### src/rtl/bullet_launcher_pkg.sv
// Shared constants and helpers for the bullet launcher, turret FSM and collision logic.
// Defines FSM state codes, the default fire key, playfield bounds and arithmetic helpers.
package bullet_launcher_pkg;

  localparam logic [1:0] StIdle     = 2'd0;
  localparam logic [1:0] StFlight   = 2'd1;
  localparam logic [1:0] StCooldown = 2'd2;

  localparam logic [7:0]  DefFireKey = 8'h2C;
  localparam int unsigned DefXMin    = 0;
  localparam int unsigned DefXMax    = 639;
  localparam int unsigned DefYMin    = 0;
  localparam int unsigned DefYMax    = 479;
  localparam int unsigned DefHitR    = 8;

  // Wide enough that position + 4 * (most negative motion) cannot wrap.
  localparam int unsigned CalcW = 14;

  function automatic logic signed [CalcW-1:0] sext10(input logic [9:0] v);
    return $signed({{(CalcW-10){v[9]}}, v});
  endfunction

  function automatic logic [CalcW-1:0] abs_diff(input logic signed [CalcW-1:0] a,
                                                 input logic signed [CalcW-1:0] b);
    logic signed [CalcW-1:0] d;
    d = a - b;
    return d[CalcW-1] ? CalcW'(-d) : CalcW'(d);
  endfunction

endpackage

### src/rtl/bullet_launcher_if.sv
// Aim, keyboard and frame inputs plus bullet state outputs between the turret FSM,
// the launcher and the sprite mapper.
interface bullet_launcher_if;
  logic       frame_tick;
  logic [7:0] keycode;
  logic [9:0] init_pos_x;
  logic [9:0] init_pos_y;
  logic [9:0] motion_x;
  logic [9:0] motion_y;
  logic [9:0] target_x;
  logic [9:0] target_y;
  logic [9:0] bullet_x;
  logic [9:0] bullet_y;
  logic       bullet_active;
  logic       hit;
  logic       miss;
  logic       ready;
  logic [7:0] shots;

  modport master (
    output frame_tick, keycode, init_pos_x, init_pos_y, motion_x, motion_y, target_x, target_y,
    input  bullet_x, bullet_y, bullet_active, hit, miss, ready, shots
  );

  modport slave (
    input  frame_tick, keycode, init_pos_x, init_pos_y, motion_x, motion_y, target_x, target_y,
    output bullet_x, bullet_y, bullet_active, hit, miss, ready, shots
  );
endinterface

### src/rtl/bullet_step.sv
// Combinational one-frame bullet advance: next position, playfield exit and
// target hit-window test on the advanced position.
module bullet_step
  import bullet_launcher_pkg::*;
#(
  parameter int unsigned SPEED = 1,
  parameter int unsigned X_MIN = DefXMin,
  parameter int unsigned X_MAX = DefXMax,
  parameter int unsigned Y_MIN = DefYMin,
  parameter int unsigned Y_MAX = DefYMax,
  parameter int unsigned HIT_R = DefHitR
) (
  input  logic [9:0] pos_x_i,
  input  logic [9:0] pos_y_i,
  input  logic [9:0] motion_x_i,
  input  logic [9:0] motion_y_i,
  input  logic [9:0] target_x_i,
  input  logic [9:0] target_y_i,
  output logic [9:0] next_x_o,
  output logic [9:0] next_y_o,
  output logic       out_of_bounds_o,
  output logic       in_hit_window_o
);

  localparam logic signed [CalcW-1:0] Speed = CalcW'(SPEED);
  localparam logic signed [CalcW-1:0] XMin  = CalcW'(X_MIN);
  localparam logic signed [CalcW-1:0] XMax  = CalcW'(X_MAX);
  localparam logic signed [CalcW-1:0] YMin  = CalcW'(Y_MIN);
  localparam logic signed [CalcW-1:0] YMax  = CalcW'(Y_MAX);
  localparam logic [CalcW-1:0]        HitR  = CalcW'(HIT_R);

  logic signed [CalcW-1:0] nx, ny;

  always_comb begin
    nx = $signed({{(CalcW-10){1'b0}}, pos_x_i}) + sext10(motion_x_i) * Speed;
    ny = $signed({{(CalcW-10){1'b0}}, pos_y_i}) + sext10(motion_y_i) * Speed;
    out_of_bounds_o = (nx < XMin) || (nx > XMax) || (ny < YMin) || (ny > YMax);
    in_hit_window_o = (abs_diff(nx, $signed({{(CalcW-10){1'b0}}, target_x_i})) <= HitR) &&
                      (abs_diff(ny, $signed({{(CalcW-10){1'b0}}, target_y_i})) <= HitR);
    next_x_o = nx[9:0];
    next_y_o = ny[9:0];
  end

endmodule

### src/rtl/bullet_launcher.sv
// Fire-key edge detect, single-bullet flight FSM, cooldown timer and saturating shot count.
// Position advances one step per frame_tick using the motion latched at launch.
module bullet_launcher
  import bullet_launcher_pkg::*;
#(
  parameter logic [7:0]  FIRE_KEY        = DefFireKey,
  parameter int unsigned SPEED           = 1,
  parameter int unsigned X_MIN           = DefXMin,
  parameter int unsigned X_MAX           = DefXMax,
  parameter int unsigned Y_MIN           = DefYMin,
  parameter int unsigned Y_MAX           = DefYMax,
  parameter int unsigned HIT_R           = DefHitR,
  parameter int unsigned COOLDOWN_FRAMES = 30
) (
  input logic              Clk,
  input logic              Reset,
  bullet_launcher_if.slave bus
);

  localparam int unsigned CntW = (COOLDOWN_FRAMES > 1) ? $clog2(COOLDOWN_FRAMES) : 1;
  localparam logic [CntW-1:0] CntLast =
      CntW'((COOLDOWN_FRAMES == 0) ? 0 : COOLDOWN_FRAMES - 1);

  logic [1:0]      state_q, state_d;
  logic            fire_prev_q;
  logic [9:0]      bx_q, bx_d, by_q, by_d;
  logic [9:0]      mx_q, mx_d, my_q, my_d;
  logic            active_q, active_d;
  logic            hit_q, hit_d, miss_q, miss_d;
  logic [7:0]      shots_q, shots_d;
  logic [CntW-1:0] cnt_q, cnt_d;

  logic       fire_now, fire_edge;
  logic [9:0] step_nx, step_ny;
  logic       step_oob, step_hit;

  assign fire_now  = (bus.keycode == FIRE_KEY);
  assign fire_edge = fire_now & ~fire_prev_q;

  bullet_step #(
    .SPEED(SPEED),
    .X_MIN(X_MIN),
    .X_MAX(X_MAX),
    .Y_MIN(Y_MIN),
    .Y_MAX(Y_MAX),
    .HIT_R(HIT_R)
  ) u_step (
    .pos_x_i        (bx_q),
    .pos_y_i        (by_q),
    .motion_x_i     (mx_q),
    .motion_y_i     (my_q),
    .target_x_i     (bus.target_x),
    .target_y_i     (bus.target_y),
    .next_x_o       (step_nx),
    .next_y_o       (step_ny),
    .out_of_bounds_o(step_oob),
    .in_hit_window_o(step_hit)
  );

  always_comb begin
    state_d  = state_q;
    bx_d     = bx_q;
    by_d     = by_q;
    mx_d     = mx_q;
    my_d     = my_q;
    active_d = active_q;
    hit_d    = 1'b0;
    miss_d   = 1'b0;
    shots_d  = shots_q;
    cnt_d    = cnt_q;
    case (state_q)
      StIdle: begin
        if (fire_edge) begin
          bx_d     = bus.init_pos_x;
          by_d     = bus.init_pos_y;
          mx_d     = bus.motion_x;
          my_d     = bus.motion_y;
          active_d = 1'b1;
          if (shots_q != 8'hFF) shots_d = shots_q + 8'd1;
          state_d  = StFlight;
        end
      end
      StFlight: begin
        // Bounds win over the hit window: an exiting step never scores.
        if (bus.frame_tick) begin
          if (step_oob) begin
            miss_d   = 1'b1;
            active_d = 1'b0;
            cnt_d    = '0;
            state_d  = StCooldown;
          end else begin
            bx_d = step_nx;
            by_d = step_ny;
            if (step_hit) begin
              hit_d    = 1'b1;
              active_d = 1'b0;
              cnt_d    = '0;
              state_d  = StCooldown;
            end
          end
        end
      end
      StCooldown: begin
        if (COOLDOWN_FRAMES == 0) begin
          state_d = StIdle;
        end else if (bus.frame_tick) begin
          if (cnt_q == CntLast) begin
            cnt_d   = '0;
            state_d = StIdle;
          end else begin
            cnt_d = cnt_q + CntW'(1);
          end
        end
      end
      default: state_d = StIdle;
    endcase
  end

  always_ff @(posedge Clk or posedge Reset) begin
    if (Reset) begin
      state_q     <= StIdle;
      fire_prev_q <= 1'b0;
      bx_q        <= '0;
      by_q        <= '0;
      mx_q        <= '0;
      my_q        <= '0;
      active_q    <= 1'b0;
      hit_q       <= 1'b0;
      miss_q      <= 1'b0;
      shots_q     <= '0;
      cnt_q       <= '0;
    end else begin
      state_q     <= state_d;
      fire_prev_q <= fire_now;
      bx_q        <= bx_d;
      by_q        <= by_d;
      mx_q        <= mx_d;
      my_q        <= my_d;
      active_q    <= active_d;
      hit_q       <= hit_d;
      miss_q      <= miss_d;
      shots_q     <= shots_d;
      cnt_q       <= cnt_d;
    end
  end

  assign bus.bullet_x      = bx_q;
  assign bus.bullet_y      = by_q;
  assign bus.bullet_active = active_q;
  assign bus.hit           = hit_q;
  assign bus.miss          = miss_q;
  assign bus.ready         = (state_q == StIdle);
  assign bus.shots         = shots_q;

endmodule

### src/flat_wrapper.sv
// flat-port wrapper written by rule: the top's interface ports become plain ports
module bullet_launcher_flat import bullet_launcher_pkg::*;
#(
  parameter logic [7:0]  FIRE_KEY        = DefFireKey,
  parameter int unsigned SPEED           = 1,
  parameter int unsigned X_MIN           = DefXMin,
  parameter int unsigned X_MAX           = DefXMax,
  parameter int unsigned Y_MIN           = DefYMin,
  parameter int unsigned Y_MAX           = DefYMax,
  parameter int unsigned HIT_R           = DefHitR,
  parameter int unsigned COOLDOWN_FRAMES = 30
)
  (Clk, Reset, bus_frame_tick, bus_keycode, bus_init_pos_x, bus_init_pos_y, bus_motion_x, bus_motion_y, bus_target_x, bus_target_y, bus_bullet_x, bus_bullet_y, bus_bullet_active, bus_hit, bus_miss, bus_ready, bus_shots);
  bullet_launcher_if bus_i ();
  input logic Clk;
  input logic Reset;
  input wire logic [$bits(bus_i.frame_tick)-1:0] bus_frame_tick;
  input wire logic [$bits(bus_i.keycode)-1:0] bus_keycode;
  input wire logic [$bits(bus_i.init_pos_x)-1:0] bus_init_pos_x;
  input wire logic [$bits(bus_i.init_pos_y)-1:0] bus_init_pos_y;
  input wire logic [$bits(bus_i.motion_x)-1:0] bus_motion_x;
  input wire logic [$bits(bus_i.motion_y)-1:0] bus_motion_y;
  input wire logic [$bits(bus_i.target_x)-1:0] bus_target_x;
  input wire logic [$bits(bus_i.target_y)-1:0] bus_target_y;
  output wire logic [$bits(bus_i.bullet_x)-1:0] bus_bullet_x;
  output wire logic [$bits(bus_i.bullet_y)-1:0] bus_bullet_y;
  output wire logic [$bits(bus_i.bullet_active)-1:0] bus_bullet_active;
  output wire logic [$bits(bus_i.hit)-1:0] bus_hit;
  output wire logic [$bits(bus_i.miss)-1:0] bus_miss;
  output wire logic [$bits(bus_i.ready)-1:0] bus_ready;
  output wire logic [$bits(bus_i.shots)-1:0] bus_shots;
  assign bus_i.frame_tick = bus_frame_tick;
  assign bus_i.keycode = bus_keycode;
  assign bus_i.init_pos_x = bus_init_pos_x;
  assign bus_i.init_pos_y = bus_init_pos_y;
  assign bus_i.motion_x = bus_motion_x;
  assign bus_i.motion_y = bus_motion_y;
  assign bus_i.target_x = bus_target_x;
  assign bus_i.target_y = bus_target_y;
  assign bus_bullet_x = bus_i.bullet_x;
  assign bus_bullet_y = bus_i.bullet_y;
  assign bus_bullet_active = bus_i.bullet_active;
  assign bus_hit = bus_i.hit;
  assign bus_miss = bus_i.miss;
  assign bus_ready = bus_i.ready;
  assign bus_shots = bus_i.shots;
  bullet_launcher #(.FIRE_KEY(FIRE_KEY), .SPEED(SPEED), .X_MIN(X_MIN), .X_MAX(X_MAX), .Y_MIN(Y_MIN), .Y_MAX(Y_MAX), .HIT_R(HIT_R), .COOLDOWN_FRAMES(COOLDOWN_FRAMES)) u_core (.Clk(Clk), .Reset(Reset), .bus(bus_i));
endmodule
### config.mk
export PLATFORM = sky130hd
export DESIGN_NAME = bullet_launcher_flat
export DESIGN_NICKNAME = d
export VERILOG_FILES = /design/src/rtl/bullet_launcher_pkg.sv /design/src/rtl/bullet_launcher_if.sv /design/src/rtl/bullet_step.sv /design/src/rtl/bullet_launcher.sv /design/src/flat_wrapper.sv
export SDC_FILE = /design/constraint.sdc
export NUM_CORES = 1
export LEC_CHECK = 0
export CAP_MARGIN = 15
export CORE_ASPECT_RATIO = 0.75
export CORE_MARGIN = 2
export CORE_UTILIZATION = 54
export CTS_CLUSTER_DIAMETER = 150
export CTS_CLUSTER_SIZE = 25
export DETAILED_ROUTE_END_ITERATION = 7
export PLACE_DENSITY = 0.82
export SYNTH_ARGS = -nofsm -noshare
export SYNTH_HDL_FRONTEND = slang
export SYNTH_SLANG_ARGS = --single-unit
export TNS_END_PERCENT = 20
### constraint.sdc
create_clock -name Clk -period 5.4 [get_ports Clk]
set_input_delay 0.54 -clock Clk [delete_from_list [all_inputs] [get_ports Clk]]
set_output_delay 0.54 -clock Clk [all_outputs]
set_load 0.01 [all_outputs]
==> metrics.txt, run 1 <==
status=complete, no violations; worst endpoint required time=5.62 ns; hold crit path type=reg -> reg; Die ar.=11200 sq um; Worst slew margin=0.373; post-layout total power=0.00394 W; core area=~10000 sq um; multi-input logic area=3840 sq um; R2R Path Start=u_core.bus.bullet_y[4]$_DFFE_PP0P_; total wire length=about 16 mm; Worst Setup EP=u_core.cnt_q[1]$_DFFE_PP0P_; Avg Inst Size Synth=8.43 sq um; Sink Count=between 50 and 60; 1st-pass router iterations=7; most frequent cells in the layout=102 x clkdlybuf4s50_1, 62 x nor2_1, 59 x dfrtp_1, 53 x a21oi_1, 53 x inv_1; initial antenna violation count=0; most common cell after layout, fill and taps aside=clkdlybuf4s50_1; largest family of logic cells by synthesized area=compound AO/OA/AOI/OAI gates; Via-to-Cell Ratio=6.12; Register Area=about 1500 sq um; # setup viols final=0; drt first-iter violations=approximately 500; Synth Cell Area=approximately 5600 sq um; Max Slew Vio Count=0; CP Launch Point=u_core.bus.bullet_y[4]$_DFFE_PP0P_; Final TNS setup=0 ns; crit path launch type=register; post-CTS resize count=0; post-synthesis mux area share=0.0801; R2R setup slack=0.35 ns; Distinct cells, synth=75; io pins=103; Post-Syn Instances=665; leakage power=3.22 nW; drt wl/cell=17.2 microns; final hold vios=0; Final nets=888; PwrDens=roughly 560 nW/um^2; Slew @ Worst Pin=0.938 ns; hold_buf cts=0; placed cell areas=6760 sq um; starting density of the core=0.549; Post-Synth Adder-Cell Area=0.121; EDFF count, synth=0; CTS tree=built; Final min period=5.05 ns; Top FF cell, synth=dfrtp_1; largest net degree at the start of global routing=60; share of post-route cells with drive strength above 1=0.0675; maximum VDD drop=0.273 mV; DRC viols=0; clock buffer depth=2; Yosys warning count=0; Ant. Diodes=0; first-pass GRT wire length=25.2 mm; syn_nets=788; aggregate global routing overflow=0; Fmax=198 MHz; Die Wd=122 microns; H-tree levels=3; Root Buffer=clkbuf_16; HPWL Detailed=11.8 mm; # port buffers=102; Final Cycle Share=0.934; vias in the first global route=around 5300; Placer Congestion=between 0.9 and 1; sequential-to-total area share from yosys stat=0.263; max-cap violations=0; synthesis-stage register bit count=59; Worst R2R Path Depth=19; Async SR Flop Fraction=1.00; unrepaired setup endpoints after global routing=no; FF-to-FF End=u_core.cnt_q[1]$_DFFE_PP0P_; Worst setup EP type=register; Synth Area in Compound Gates=0.242; CP Class=reg -> reg; Area Growth Syn to Fin=26.4%; clk_skew=0.00851 ns; Die Y=92.3 microns; clock-pin slew on the worst setup and hold paths=0.06 ns; post-synthesis simple-gate area fraction=0.189; worst path arrival time=5.26 ns; xor and xnor area share after synthesis=0.0515; overall routing resource usage=0.282; TritonCTS Buffers=9; filler instances=800; # rows=32; post-route ant nets=0; crit-path max FO=11; design area=7090 sq um; Skew-Pair Late Insertion Delay=0.34 ns; via count=5547; Post-CTS Setup Bufs=0
power breakdown:
| part | total (W) | switching, W | internal [W] |
|---|---|---|---|
| clock | 0.000642 | 0.000235 | 0.000407 |
| sequential | 0.000645 | 0.0000951 | 0.000550 |
| combinational | 0.00265 | 0.00157 | 0.00108 |
cell families (layout without fill, tap and decap cells):
logic type,after synthesis,in the layout
multiplexers,42,42
AND/OR/NAND/NOR,208,208
AO/OA/AOI/OAI,197,197
flip-flops,59,59
adder cells (fa/ha/maj),52,52
buffers and inverters,74,179
XOR/XNOR,33,33
flip-flops by register name, summed over array words and instances (netlist names):
signal,flops
u_core.state_q,2
u_core.bus.bullet_x,10
u_core.cnt_q,5
u_core.my_q,10
u_core.bus.shots,8
u_core.bus.bullet_y,10
u_core.fire_prev_q,1
u_core.bus.miss,1
u_core.bus.bullet_active,1
u_core.mx_q,10
u_core.bus.hit,1
metrics by stage:
step                std cells   util  setup WS [ns]  hold slack (ns)
floorplan                 665      -          0.919            0.484
global placement          890  0.662          0.666            0.479
detailed placement        890  0.662          0.504            0.482
CTS                       906  0.694          0.480            0.493
global route              906  0.694         0.0521            0.516
finish                    906  0.694          0.355            0.489
synthesized netlist by cell type (all sizes together), types with 3 or more instances:
cell type / instances / area share
a2111oi: 5 / 0.0080
a211o: 9 / 0.014
a211oi: 13 / 0.017
a21boi: 7 / 0.0094
a21o: 7 / 0.0094
a21oi: 53 / 0.047
a311oi: 3 / 0.0058
a31o: 3 / 0.0047
a31oi: 8 / 0.0089
and2: 6 / 0.0067
and3: 11 / 0.012
and4: 4 / 0.0062
buf: 8 / 0.0085
clkbuf: 11 / 0.0074
dfrtp: 59 / 0.26
fa: 4 / 0.014
ha: 48 / 0.11
inv: 55 / 0.037
mux2: 23 / 0.046
mux2i: 19 / 0.034
nand2: 48 / 0.033
nand2b: 7 / 0.0078
nand3: 12 / 0.011
nand3b: 6 / 0.0080
nand4: 8 / 0.0089
nor2: 62 / 0.041
nor2b: 8 / 0.0089
nor3: 12 / 0.011
nor3b: 4 / 0.0054
nor4: 4 / 0.0071
o2111ai: 3 / 0.0047
o211a: 4 / 0.0071
o211ai: 13 / 0.017
o21a: 5 / 0.0067
o21ai: 30 / 0.027
o21bai: 4 / 0.0054
o31ai: 5 / 0.0067
or3: 6 / 0.0067
xnor2: 19 / 0.030
xor2: 14 / 0.022
critical path: stages (launching register included):
cell and delay (ns):
dfrtp_1 0.40, ha_1 0.37, a21o_1 0.21, o21bai_1 0.25, a211oi_1 0.31, nor2_1 0.08
xnor2_1 0.29, inv_1 0.10, ha_1 0.39, a2111oi_0 0.44, o21ai_1 0.17, nand3_1 0.14
and2_1 0.19, a311o_1 0.27, nand3_1 0.11, xnor2_1 0.17, a211oi_1 0.33, buf_4 0.24
nor2_1 0.08, a221o_1 0.35
routing by layer:
metal / track usage / up-vias / routed length, microns
li1: - / 2655 / -
met1: 0.404 / 2632 / 7320
met2: 0.435 / 235 / 6930
met3: 0.0603 / 25 / 1090
met4: 0.0632 / 0 / 222
met5: 0 / - / 0
final cells by class:
cell class              count  area share
clock inverters             7      0.0139
multi-input cells         532       0.542
clock buffers               9      0.0318
repair buffers            108       0.150
flip-flops and latches     59       0.208
inverters                  55      0.0291
well taps                 136      0.0240
worst min-delay path by stage:
stage                               startpoint                               to  slack, ns  cells after the start
3_5_place_dp   u_core.bus.shots[5]$_DFFE_PP0P_  u_core.bus.shots[5]$_DFFE_PP0P_       0.48                      1
6_report       u_core.bus.shots[5]$_DFFE_PP0P_  u_core.bus.shots[5]$_DFFE_PP0P_       0.49                      1
2_1_floorplan       u_core.mx_q[0]$_DFFE_PP0P_       u_core.mx_q[0]$_DFFE_PP0P_       0.48                      1
4_1_cts        u_core.bus.shots[5]$_DFFE_PP0P_  u_core.bus.shots[5]$_DFFE_PP0P_       0.49                      1
5_1_grt        u_core.bus.shots[5]$_DFFE_PP0P_  u_core.bus.shots[5]$_DFFE_PP0P_       0.52                      1
3_3_place_gp   u_core.bus.shots[5]$_DFFE_PP0P_  u_core.bus.shots[5]$_DFFE_PP0P_       0.48                      1
No activity file was read; power rests on OpenSTA's default activity.
==> run 2: changes to the inputs <==
--- a/config.mk
+++ b/config.mk
@@ -13,6 +13,7 @@
 export CTS_CLUSTER_SIZE = 25
 export DETAILED_ROUTE_END_ITERATION = 7
 export PLACE_DENSITY = 0.82
+export SLEW_MARGIN = 10
 export SYNTH_ARGS = -nofsm -noshare
 export SYNTH_HDL_FRONTEND = slang
 export SYNTH_SLANG_ARGS = --single-unit
==> results of run 2 <==
Same layout as run 1: the final DEF is identical, and so are final timing and power.
==> run 3: changes to the inputs <==
--- a/config.mk
+++ b/config.mk
@@ -8,11 +8,11 @@
 export CAP_MARGIN = 15
 export CORE_ASPECT_RATIO = 0.75
 export CORE_MARGIN = 2
-export CORE_UTILIZATION = 54
+export CORE_UTILIZATION = 45
 export CTS_CLUSTER_DIAMETER = 150
 export CTS_CLUSTER_SIZE = 25
 export DETAILED_ROUTE_END_ITERATION = 7
-export PLACE_DENSITY = 0.82
+export PLACE_DENSITY = 0.7
 export SLEW_MARGIN = 10
 export SYNTH_ARGS = -nofsm -noshare
 export SYNTH_HDL_FRONTEND = slang
==> run 3 against run 2 <==
Worst hold slack improved by 0.0021 ns. Count of clock-buffer cells in the layout unchanged. Worst setup slack got worse by 0.0056 ns. Global-route usage decreased by 3.9 points. Sequential share of layout area decreased by 0.055 points. Clock skew about the same. Largest power group unchanged.
==> metrics.txt, run 3 (synthesis gave the netlist of run 1 again) <==
vias in the first global route=5191; most common cell after layout, fill and taps aside=clkdlybuf4s50_1; leakage power=3.21 nW; Worst R2R Path Depth=19; 1st-pass router iterations=5; Skew-Pair Late Insertion Delay=about 0.34 ns; hold crit path type=reg -> reg; via count=5473; Sink Count=59; DRC viols=0; CP Launch Point=u_core.bus.bullet_y[4]$_DFFE_PP0P_; clock buffer depth=2; filler instances=1066; # port buffers=102; Die ar.=13400 sq um; PwrDens=between 500 and 600 nW/um^2; H-tree levels=3; R2R setup slack=0.35 ns; Fmax=198 MHz; Area Growth Syn to Fin=26.7%; # setup viols final=0; worst endpoint required time=5.62 ns; final hold vios=0; Worst slew margin=0.347; Final min period=a little over 5 ns; starting density of the core=0.459; multi-input logic area=3840 sq um; drt first-iter violations=between 400 and 500; clk_skew=0.00901 ns; crit path launch type=register; pre-CTS WS=between 0.5 and 0.6 ns; dpl cells=921; hold_buf cts=0; Final Cycle Share=0.935; clock-pin slew on the worst setup and hold paths=0.06 ns; CP Class=reg -> reg; worst setup margin=0.349 ns; Die Wd=133 microns; post-route ant nets=0; core area=12200 sq um; post-layout total power=roughly 0.0039 W; total wire length=15.8 mm; HPWL Detailed=12.1 mm; Register Area=1480 sq um; R2R Path Start=u_core.bus.bullet_y[4]$_DFFE_PP0P_; Via-to-Cell Ratio=between 5 and 6; Final nets=889; Ant. Diodes=0; max-cap violations=0; aggregate global routing overflow=0; # rows=35; Finished Layout Cells=roughly 940; crit-path max FO=11; io pins=103; largest net degree at the start of global routing=60; CTS tree=built; Root Buffer=clkbuf_16; Post-CTS Setup Bufs=0; post-CTS resize count=0; worst hold start=u_core.bus.shots[5]$_DFFE_PP0P_; Worst Setup EP=u_core.cnt_q[1]$_DFFE_PP0P_; most frequent cells in the layout=102 x clkdlybuf4s50_1, 62 x nor2_1, 59 x dfrtp_1, 53 x a21oi_1, 53 x inv_1; Max Slew Vio Count=0; unrepaired setup endpoints after global routing=no; Final TNS setup=0 ns; maximum VDD drop=0.214 mV; Worst setup EP type=register; FF-to-FF End=u_core.cnt_q[1]$_DFFE_PP0P_; drt wl/cell=16.9 microns; overall routing resource usage=0.242; Slew @ Worst Pin=0.977 ns; Placer Congestion=roughly 0.9; Die Y=101 microns; worst path arrival time=5.27 ns; share of post-route cells with drive strength above 1=0.0674; status=complete, no violations; TritonCTS Buffers=9; first-pass GRT wire length=26.0 mm; initial antenna violation count=0
-- run 3: worst min-delay path by stage --
stage / end / slack, ns / depth (start not counted)
6_report: u_core.bus.shots[5]$_DFFE_PP0P_ / 0.49 / 1
4_1_cts: u_core.bus.shots[5]$_DFFE_PP0P_ / 0.50 / 1
2_1_floorplan: u_core.mx_q[0]$_DFFE_PP0P_ / 0.48 / 1
3_3_place_gp: u_core.bus.shots[5]$_DFFE_PP0P_ / 0.49 / 1
5_1_grt: u_core.bus.shots[5]$_DFFE_PP0P_ / 0.51 / 1
3_5_place_dp: u_core.bus.shots[5]$_DFFE_PP0P_ / 0.49 / 1
-- run 3: through the flow --
stage | utilization | hold WS (ns) | instance area (sq um)
floorplan | - | 0.484 | 5610
global route | 0.582 | 0.512 | 7110
finish | 0.582 | 0.491 | 7110
CTS | 0.582 | 0.498 | 7110
detailed placement | 0.557 | 0.487 | 6800
global placement | 0.557 | 0.488 | 6800
-- run 3: power by group --
part	switching, W	internal, W
sequential	0.0000945	0.000551
clock	0.000227	0.000359
combinational	0.00157	0.00108
total	0.00189	0.00199
-- run 3: routing by layer --
layer / wire (microns) / vias up / part of all wire / track usage
li1: - / 2657 / - / -
met1: 7940 / 2647 / 0.50 / 0.348
met2: 6860 / 152 / 0.43 / 0.379
met3: 818 / 17 / 0.052 / 0.0397
met4: 210 / 0 / 0.013 / 0.0662
met5: 0 / - / 0 / 0
-- run 3: layout make-up --
| class | count | area share |
|---|---|---|
| multi-input cells | 532 | 0.540 |
| flip-flops and latches | 59 | 0.208 |
| repair buffers | 109 | 0.151 |
| clock buffers | 9 | 0.0317 |
| well taps | 166 | 0.0292 |
| inverters | 55 | 0.0291 |
| clock inverters | 7 | 0.0107 |
-- run 3: critical path: stages, from the launching register on --
cell and delay (ns):
dfrtp_1 0.41, ha_1 0.39, a21o_1 0.22, o21bai_1 0.25
a211oi_1 0.31, nor2_1 0.10, xnor2_1 0.26, inv_1 0.11
ha_1 0.38, a2111oi_0 0.44, o21ai_1 0.19, nand3_1 0.15
and2_1 0.21, a311o_1 0.27, nand3_1 0.11, xnor2_1 0.18
a211oi_1 0.30, buf_4 0.23, nor2_1 0.07, a221o_1 0.35
